[src/rtl/rev_alu_pkg.sv]
// ---------------------------------------------------------------------------
// rev_alu_pkg
// Shared definitions for the bit-serial reversible ALU sequencer.
//   - OP_* : 3-bit opcodes carried on cmd_op and into the bit slice
//   - state_t : controller FSM states (IDLE / RUN / DONE)
//   - mul_latency() : accept-to-response edge count of a MUL for a width
// ---------------------------------------------------------------------------
package rev_alu_pkg;

    localparam logic [2:0] OP_ADD  = 3'd0;
    localparam logic [2:0] OP_SUB  = 3'd1;
    localparam logic [2:0] OP_AND  = 3'd2;
    localparam logic [2:0] OP_OR   = 3'd3;
    localparam logic [2:0] OP_XOR  = 3'd4;
    localparam logic [2:0] OP_XNOR = 3'd5;
    localparam logic [2:0] OP_NAND = 3'd6;
    localparam logic [2:0] OP_MUL  = 3'd7;

    typedef enum logic [1:0] {
        IDLE = 2'd0,
        RUN  = 2'd1,
        DONE = 2'd2
    } state_t;

    // A MUL runs one full-width serial add per multiplier bit, and the
    // multiplier is half the word wide.
    function automatic int mul_latency(input int width);
        return (width / 2) * width;
    endfunction

endpackage

[src/rtl/rev_alu_seq_ctrl_slice.sv]
// ---------------------------------------------------------------------------
// rev_bit_slice
// Purely combinational 1-bit reversible ALU cell.
//   a, b : operand bits          cin : carry (ADD/MUL) or borrow (SUB) in
//   op   : opcode (OP_*)          r   : result bit
//   cout : carry/borrow out, 0 for the logic ops
// ---------------------------------------------------------------------------
module rev_bit_slice
    import rev_alu_pkg::*;
(
    input  logic       a,
    input  logic       b,
    input  logic       cin,
    input  logic [2:0] op,
    output logic       r,
    output logic       cout
);

    // Two cascaded Peres gates form the full adder:
    // P1(a, b, 0) gives a^b and a&b; P2(a^b, cin, a&b) gives the sum
    // and ((a^b)&cin) ^ (a&b), which is the carry.
    logic peres1_q;
    logic peres1_r;
    logic add_sum;
    logic add_carry;

    assign peres1_q  = a ^ b;
    assign peres1_r  = a & b;
    assign add_sum   = peres1_q ^ cin;
    assign add_carry = (peres1_q & cin) ^ peres1_r;

    // DKG gate (A, B, C, D) = (ctl, a, b, cin). With the control input tied
    // to 1 the R output becomes the borrow of a - b - cin and S the
    // difference bit.
    logic dkg_ctl;
    logic sub_diff;
    logic sub_borrow;

    assign dkg_ctl    = 1'b1;
    assign sub_diff   = a ^ b ^ cin;
    assign sub_borrow = ((dkg_ctl ^ a) & (b ^ cin)) ^ (b & cin);

    // Opcode select. MUL reuses the adder because the controller feeds it
    // the accumulator and the shifted partial product.
    always_comb begin
        r    = 1'b0;
        cout = 1'b0;
        case (op)
            OP_ADD,
            OP_MUL: begin
                r    = add_sum;
                cout = add_carry;
            end
            OP_SUB: begin
                r    = sub_diff;
                cout = sub_borrow;
            end
            OP_AND:  r = a & b;
            OP_OR:   r = a | b;
            OP_XOR:  r = a ^ b;
            OP_XNOR: r = ~(a ^ b);
            OP_NAND: r = ~(a & b);
            default: begin
                r    = 1'b0;
                cout = 1'b0;
            end
        endcase
    end

endmodule

[src/rtl/rev_alu_seq_ctrl.sv]
// ---------------------------------------------------------------------------
// rev_alu_seq_ctrl
// Bit-serial sequencer that pushes word-wide ALU commands through a single
// reversible 1-bit slice, LSB first.
//   clk, rst               : clock, synchronous active-high reset
//   cmd_valid / cmd_ready  : command handshake (cmd_op, cmd_a, cmd_b)
//   rsp_valid / rsp_ready  : response handshake (rsp_result, rsp_flag)
//   rsp_flag               : ADD carry-out, SUB borrow-out, else 0
//   busy                   : high while a command is in RUN or DONE
// ---------------------------------------------------------------------------
module rev_alu_seq_ctrl
    import rev_alu_pkg::*;
#(
    parameter int WIDTH = 8
) (
    input  logic             clk,
    input  logic             rst,
    input  logic             cmd_valid,
    output logic             cmd_ready,
    input  logic [2:0]       cmd_op,
    input  logic [WIDTH-1:0] cmd_a,
    input  logic [WIDTH-1:0] cmd_b,
    output logic             rsp_valid,
    input  logic             rsp_ready,
    output logic [WIDTH-1:0] rsp_result,
    output logic             rsp_flag,
    output logic             busy
);

    localparam int HALF  = WIDTH / 2;
    localparam int CNT_W = $clog2(WIDTH);

    if (WIDTH < 2 || (WIDTH % 2) != 0) begin : g_bad_width
        $error("rev_alu_seq_ctrl: WIDTH must be even and >= 2");
    end

    state_t           state;
    logic [WIDTH-1:0] a_sh;
    logic [WIDTH-1:0] b_sh;
    logic [WIDTH-1:0] acc;
    logic [2:0]       op_reg;
    logic             carry;
    logic [CNT_W-1:0] bit_cnt;
    logic [CNT_W-1:0] pass_cnt;

    logic             is_mul;
    logic             last_bit;
    logic             last_pass;
    logic [WIDTH-1:0] mul_addend;
    logic [WIDTH-1:0] acc_next;
    logic             slice_a;
    logic             slice_b;
    logic [2:0]       slice_op;
    logic             slice_r;
    logic             slice_cout;

    assign cmd_ready = (state == IDLE) && !rst;
    assign is_mul    = (op_reg == OP_MUL);
    assign last_bit  = (bit_cnt == CNT_W'(WIDTH - 1));
    assign last_pass = (pass_cnt == CNT_W'(HALF - 1));

    // Result bits enter at the MSB, so after WIDTH edges the word is
    // aligned. For MUL the accumulator rotates through the same path.
    assign acc_next = {slice_r, acc[WIDTH-1:1]};

    // Partial product of the current MUL pass: the low half of A shifted
    // by the pass index, gated by the matching multiplier bit of B. a_sh
    // and b_sh are held still during MUL, so this is stable for the pass.
    always_comb begin
        mul_addend = '0;
        if (b_sh[pass_cnt]) begin
            mul_addend = {{(WIDTH-HALF){1'b0}}, a_sh[HALF-1:0]} << pass_cnt;
        end
    end

    // Slice input steering: logic/ADD/SUB consume the operand shifters,
    // MUL adds the partial product bit into the rotating accumulator.
    always_comb begin
        slice_a  = a_sh[0];
        slice_b  = b_sh[0];
        slice_op = op_reg;
        if (is_mul) begin
            slice_a  = acc[0];
            slice_b  = mul_addend[bit_cnt];
            slice_op = OP_ADD;
        end
    end

    rev_bit_slice u_slice (
        .a    (slice_a),
        .b    (slice_b),
        .cin  (carry),
        .op   (slice_op),
        .r    (slice_r),
        .cout (slice_cout)
    );

    // Controller FSM. All datapath registers, counters and the registered
    // response live here; a reset in any state drops the command silently.
    always_ff @(posedge clk) begin
        if (rst) begin
            state      <= IDLE;
            a_sh       <= '0;
            b_sh       <= '0;
            acc        <= '0;
            op_reg     <= OP_ADD;
            carry      <= 1'b0;
            bit_cnt    <= '0;
            pass_cnt   <= '0;
            rsp_valid  <= 1'b0;
            rsp_result <= '0;
            rsp_flag   <= 1'b0;
            busy       <= 1'b0;
        end else begin
            case (state)
                IDLE: begin
                    if (cmd_valid && cmd_ready) begin
                        a_sh     <= cmd_a;
                        b_sh     <= cmd_b;
                        op_reg   <= cmd_op;
                        carry    <= 1'b0;
                        bit_cnt  <= '0;
                        pass_cnt <= '0;
                        acc      <= '0;
                        busy     <= 1'b1;
                        state    <= RUN;
                    end
                end

                RUN: begin
                    acc     <= acc_next;
                    carry   <= slice_cout;
                    bit_cnt <= bit_cnt + CNT_W'(1);
                    if (!is_mul) begin
                        a_sh <= a_sh >> 1;
                        b_sh <= b_sh >> 1;
                        if (last_bit) begin
                            state      <= DONE;
                            rsp_valid  <= 1'b1;
                            rsp_result <= acc_next;
                            rsp_flag   <= ((op_reg == OP_ADD) || (op_reg == OP_SUB))
                                          ? slice_cout : 1'b0;
                        end
                    end else if (last_bit) begin
                        // End of a pass: the pass carry-out is dropped and the
                        // next pass starts with a clean carry.
                        carry    <= 1'b0;
                        bit_cnt  <= '0;
                        pass_cnt <= pass_cnt + CNT_W'(1);
                        if (last_pass) begin
                            state      <= DONE;
                            rsp_valid  <= 1'b1;
                            rsp_result <= acc_next;
                            rsp_flag   <= 1'b0;
                        end
                    end
                end

                DONE: begin
                    if (rsp_ready) begin
                        rsp_valid <= 1'b0;
                        busy      <= 1'b0;
                        state     <= IDLE;
                    end
                end

                default: begin
                    state <= IDLE;
                end
            endcase
        end
    end

endmodule

[config.mk]
export PLATFORM = sky130hd
export DESIGN_NAME = rev_alu_seq_ctrl
export DESIGN_NICKNAME = d
export VERILOG_FILES = /design/src/rtl/rev_alu_pkg.sv /design/src/rtl/rev_alu_seq_ctrl_slice.sv /design/src/rtl/rev_alu_seq_ctrl.sv
export SDC_FILE = /design/constraint.sdc
export NUM_CORES = 1
export LEC_CHECK = 0
export CORE_UTILIZATION = 40
export CTS_CLUSTER_DIAMETER = 80
export CTS_CLUSTER_SIZE = 12
export DETAILED_ROUTE_END_ITERATION = 10
export GPL_TIMING_DRIVEN = 1
export PLACE_DENSITY_LB_ADDON = 0.3
export SYNTH_ARGS = -nofsm -noshare
export SYNTH_HDL_FRONTEND = slang
export SYNTH_SLANG_ARGS = --single-unit
[constraint.sdc]
create_clock -name clk -period 3.8 [get_ports clk]
set_input_delay 0.76 -clock clk [delete_from_list [all_inputs] [get_ports clk]]
set_output_delay 0.76 -clock clk [all_outputs]
set_load 0.01 [all_outputs]
==> Yosys cells after proc, flatten, opt, wreduce, memory -nomap -nowiden <==
Cells that the tools add are included.
Widths: inputs -> output; s select.
{ "word_totals": {"ff_bits": 47, "inputBits": 23, "output_inout_bits": 12} }
{ "op_classes": {"shift": 1, "n_mux": 53, "n_eq_ne": 20, "reduce_logical": 20, "bitwise_logic": 13, "n_addsub": 2, "n_lt_le_gt_ge": 2} }
{ "ops": {"columns": ["operator", "n"], "rows": [
  ["$mux 8", 10],
  ["$pmux 8 s2", 3],
  ["$eq 3x3->1 const B", 6],
  ["$mux 1", 18],
  ["$mux 3", 6],
  ["$mux 2", 6],
  ["$pmux 3 s2", 2],
  ["$reduce_and 4->1", 3],
  ["$eq 3x2->1 const B", 3],
  ["$reduce_and 3->1", 3],
  ["$lt 3x4->1 const B", 2],
  ["$ne 2x2->1 const B", 4],
  ["$pmux 1 s2", 4],
  ["$shl 4x3->8", 1],
  ["$add 3x1->3 const B", 2],
  ["$bmux 1 s3", 2],
  ["$eq 3x1->1 const B", 2],
  ["$logic_not 3->1", 2],
  ["$pmux 1 s6", 1],
  ["$pmux 2 s3", 1],
  ["$reduce_bool 2->1", 3],
  ["$xor 1x1->1", 5],
  ["$and 1x1->1", 4],
  ["$ne 2x1->1 const B", 2],
  ["other kinds (12)", 16]
]} }

==> Depth between registers and ports, before layout <==
{ "logic_depth": {"depth_word": 13, "depth_mapped": 12} }

==> By module <==
From an unflattened synthesis, not the netlist that was laid out.
{ "hier_totals": {"hier_cells": 273, "area_unflattened_um2": 2451.1} }
{ "by_module_without_submodules": {"columns": ["module", "area_per_inst_um2", "seq_area_each_um2", "n_inst", "cells_per_inst"], "rows": [
  ["rev_alu_seq_ctrl", 2282.2, 940.9, 1, 253],
  ["rev_bit_slice", 168.9, 0.0, 1, 20]
]} }

==> Worst setup path before layout <==
No wires, ideal clock.
{ "synth_timing": {"path_type": "register -> register", "start": "register pass_cnt[0]", "end": "register rsp_result[7]", "t_required_ns": 3.722, "n_path_buf": 1, "stages_incl_launch_ff": 13, "period_less_slack_ns": 3.059, "t_arrival_ns": 2.982, "setup_slack_ns": 0.741, "path_cell_list": "dfxtp_1 -> buf_6 -> nand2b_4 -> or3b_1 -> a32oi_1 -> nor2_1 -> o41a_1 -> fa_1 -> mux2_2 -> mux4_2 -> o31ai_1 -> nor2_1 -> nor3_1"} }
{ "synth_between": {"elab_chain_cells": 12} }
{ "synth_rtl": {"columns": ["item", "line_no", "rtl"], "rows": [
  ["from (decl)", "rev_alu_seq_ctrl.sv:44", "logic [CNT_W-1:0] pass_cnt;"],
  ["from (signal assigned)", "rev_alu_seq_ctrl.sv:149", "pass_cnt <= pass_cnt + CNT_W'(1);"],
  ["$bmux 1 s3", "rev_alu_seq_ctrl.sv:71", "if (b_sh[pass_cnt]) begin"],
  ["$mux 1 (not written as such)", "rev_alu_seq_ctrl.sv:71", null],
  ["$mux 8", "rev_alu_seq_ctrl.sv:71", null],
  ["$bmux 1 s3", "rev_alu_seq_ctrl.sv:84", "slice_b = mul_addend[bit_cnt];"],
  ["$mux 1 (not written as such)", "rev_alu_seq_ctrl.sv:84", null],
  ["$mux 1", "rev_alu_seq_ctrl.sv:82", "if (is_mul) begin"],
  ["$xor 1x1->1 / $and 1x1->1 (equally long branches)", null, null],
  ["$xor 1x1->1, or another cell as far along", "rev_alu_seq_ctrl_slice.sv:29, rev_alu_seq_ctrl_slice.sv:40", null],
  ["$pmux 1 s6", "rev_alu_seq_ctrl_slice.sv:48", "case (op)"],
  ["$mux 8", "rev_alu_seq_ctrl.sv:150", "if (last_pass) begin"],
  ["$mux 8", "rev_alu_seq_ctrl.sv:144", "end else if (last_bit) begin"],
  ["$mux 8", "rev_alu_seq_ctrl.sv:134", "if (!is_mul) begin"],
  ["to (signal assigned)", "rev_alu_seq_ctrl.sv:140", "rsp_result <= acc_next;"],
  ["to (signal assigned)", "rev_alu_seq_ctrl.sv:153", "rsp_result <= acc_next;"],
  ["to (decl)", "rev_alu_seq_ctrl.sv:25", "output logic [WIDTH-1:0] rsp_result,"]
]} }
Parallel ways exist; a longest one is shown, timed or not. The select of a mux whose other input is x is not followed.
A chain may end at the register's enable or synchronous reset.

==> Final worst setup path <==
Ends and elaborated chain as after synthesis.

==> impl_results.md <==
- Reg clk slew, reported paths: 80 ps
- M1 WL: 2.41 mm
- Synth top area cells: dfxtp_1 (40%), nand2_1 (10%), a21oi_1 (5.5%)
- Clk pwr share: 33.9%
- Post-layout min period: 3490 ps
- Buffer depth of the longest clock path: 2
- Cells after synthesis: 292
- Post-DR vias/cell: 5.35
- Total wire length: 5.08 mm
- Synth warnings: 0
- Syn_area_per_cell: 8.15 µm²
- Pwr Density: 371 nW/µm²
- Setup repair bufs after CTS: 0
- Outcome: finished clean
- Int Power: 783 µW
- Crit path buf inv count: 0
- Psw: 272 µW
- Layout cells sized above 1: 6.65%
- Static leakage: 0.000987 µW
- Site row count: 27
- Met2 WL post-DR: 2.46 mm
- Top cell type's share of synthesized area: 39.6%
- CP Max Fanout: 12
- Max cap viols: 0
- Congestion Overflow GR: 0
- Area Growth Syn to Fin: 19.5%
- CP endpoint kind: flop
- Switch share: 25.8%
- WL met3: 148 µm
- Post-synth EDFFs: 0
- Register area share after synthesis: 39.6%
- Hold depth: 2
- CP cell instances: or3b_1, o21ai_1, a32oi_1, o211a_1, o41a_1, fa_1, mux2_2, mux4_2, o31ai_1, nor2_1, nor3_1
- Initial antenna violation count: 0
- Logic pwr share: 14.7%
- Post-synthesis compound-gate area fraction: 18.1%
- Io pins: 35
- Synth cell types: 47
- CTS root buf: clkbuf_8
- #FFs+latches synth: 47
- Mux contribution to synthesized area: 5.52%
- R2r setup slk: 310 ps
- Main combinational cell family by area after synthesis: simple AND/OR/NAND/NOR gates
- Final Max Slew Viols: 0
- Critical Path Max Stage Delay: 580 ps
- Critical Path RT: 4020 ps
- Mapped Area: 2380 µm²
- Critical path class: reg -> reg
- FFs w/ async S/R, synth: 0%
- Post-CTS Resized: 0
- CP delay by family, top: compound AO/OA/AOI/OAI gates
- Die area: 6260 µm²
- DRC: 0
- Reg2Reg Depth: 11
- Highest Signal Layer: met4
- Maximum VDD drop: 164 µV
- Worst skew pair latency: 300 ps
- Placeable Area: 5610 µm²
- RR Endpoint: rsp_result[7]
- # hold bufs at CTS: 0
- HP Class: reg -> reg
- Startpoint Class: flop
- Final Hold Fails: 0
- Clk sink count: 47
- Starting Density: 42.4%
- Area leader, netlist: dfxtp_1
- Simple-gate share of the synthesized area: 26.1%
- Global-route wire length before repair: 8.81 mm
- Final setup fails: 0
- WL/cell: 13.1 µm
- Unrepaired setup endpoints after global routing: no
- GRT Util Overall: 17.7%
- Top_reg_cell synth: dfxtp_1
- Inserted Clock Buffers: 5
- H-tree depth: 2
- Vias in the first global route: 1,974
- Critical-path top delay cell: dfxtp_1
- Detailed Place HPWL: 3.45 mm
- Slew Limit Headroom: 41.3%
- Die Y: 79.1 µm
- Drt pass-1 iters: 4
- Synth Net Count: 323
- Period utilization: 91.8%
- Setup TNS: 0 ps
- Largest net degree at the start of global routing: 49
- Final Skew: 7.54 ps
- Sequential power share: 51.5%
- FMAX: 287 MHz
- HP Start: rsp_result[2]
- CP arrival: 3710 ps
- Worst R2R Start: pass_cnt[0]
- # nets final: 347
- Port buffer count: 34
- Remaining antenna violation count: 0
- DR iter-0 viols: 172
- Measured slew at the worst slew-check pin: 876 ps
- DIE WIDTH: 79.1 µm
- Adder-Cell Fraction of Synth Area: 4.84%
- CTS tree: yes
- Placer Congestion: 0.847
- Final Core Density: 50.7%
- Number of diodes: 0
- FILL cells: 578
- Post-synthesis xor/xnor area fraction: 0.368%
- Total vias in the final route: 2,075
- Hold Crit Endpoint: rsp_result[2]
==> worst max path at each step <==
stage / startpoint / endpoint / slack (ps) / depth (start not counted)
detailed placement: pass_cnt[0] / rsp_result[7] / 370 / 11
global route: pass_cnt[0] / rsp_result[7] / 110 / 11
finish: pass_cnt[0] / rsp_result[7] / 310 / 11
CTS: pass_cnt[0] / acc[7] / 340 / 11
floorplan: pass_cnt[0] / rsp_result[7] / 740 / 12
global placement: pass_cnt[0] / rsp_result[7] / 440 / 11
==> stage by stage <==
stage	hold slack (ps)	power, µW	setup slack [ps]	instance area (µm²)	instances
finish	456	1050	312	2840	388
detailed placement	448	709	369	2740	381
floorplan	445	657	741	2380	292
global placement	442	705	442	2740	381
global route	478	1100	106	2840	388
CTS	460	1070	340	2840	388
==> layer usage <==
layer,global-route usage (%),up-vias
met5,0,-
met4,5.09,0
met3,3.22,5
met2,30.9,32
met1,22.1,964
li1,-,1074
==> cell type report <==
class | count | area (µm²) | share of cell area (%)
timing repair buffer | 39 | 378 | 13.3
clock buffer | 5 | 68.8 | 2.42
clock inverter | 2 | 37.5 | 1.32
multi-input combinational | 218 | 1310 | 46.0
inverter | 5 | 18.8 | 0.661
tap | 72 | 90.1 | 3.17
sequential | 47 | 941 | 33.1
==> cells in the final DEF, fill, tap and decap left out, types with 5 or more instances in the layout <==
| cell | Yosys | layout |
|---|---|---|
| a21oi_1 | 26 | 26 |
| a311oi_1 | 14 | 14 |
| buf_4 | 1 | 5 |
| clkbuf_8 | 0 | 5 |
| clkdlybuf4s50_1 | 0 | 34 |
| dfxtp_1 | 47 | 47 |
| ha_1 | 6 | 6 |
| inv_1 | 5 | 5 |
| nand2_1 | 66 | 66 |
| nand3_1 | 15 | 15 |
| nor2_1 | 27 | 27 |
| nor3_1 | 8 | 8 |
| o21ai_0 | 5 | 5 |
==> cells by family (layout without fill, tap and decap cells) <==
group           count (synthesis)  after routing
simple gates                  137            137
flops                          47             47
buf+inv                        27             51
xor+xnor                        1              1
fa+ha+maj                       8              8
compound gates                 63             63
mux                             9              9
==> power groups by stage <==
stage / logic [µW] / clock network, µW / registers (µW)
2_1_floorplan: 113 / 0 / 544
3_3_place_gp: 151 / 0 / 554
3_5_place_dp: 155 / 0 / 554
4_1_cts: 156 / 367 / 543
5_1_grt: 174 / 380 / 547
6_report: 155 / 357 / 543
==> tightest hold or removal path: cells and delay by family (launching register included) <==
family | cells | cell delay (ps)
AND/OR/NAND/NOR | 1 | 50
flip-flops | 1 | 320
AO/OA/AOI/OAI | 1 | 50
==> cell usage after synthesis (4+ instances only) <==
master,number
a311oi_1,14
nand3_1,15
a21oi_1,26
o21ai_0,5
nor3_1,8
nand3b_1,4
nor2_1,27
clkbuf_1,10
dfxtp_1,47
buf_2,8
nand2_1,66
inv_1,5
ha_1,6
(Power assumes the default switching activity.)
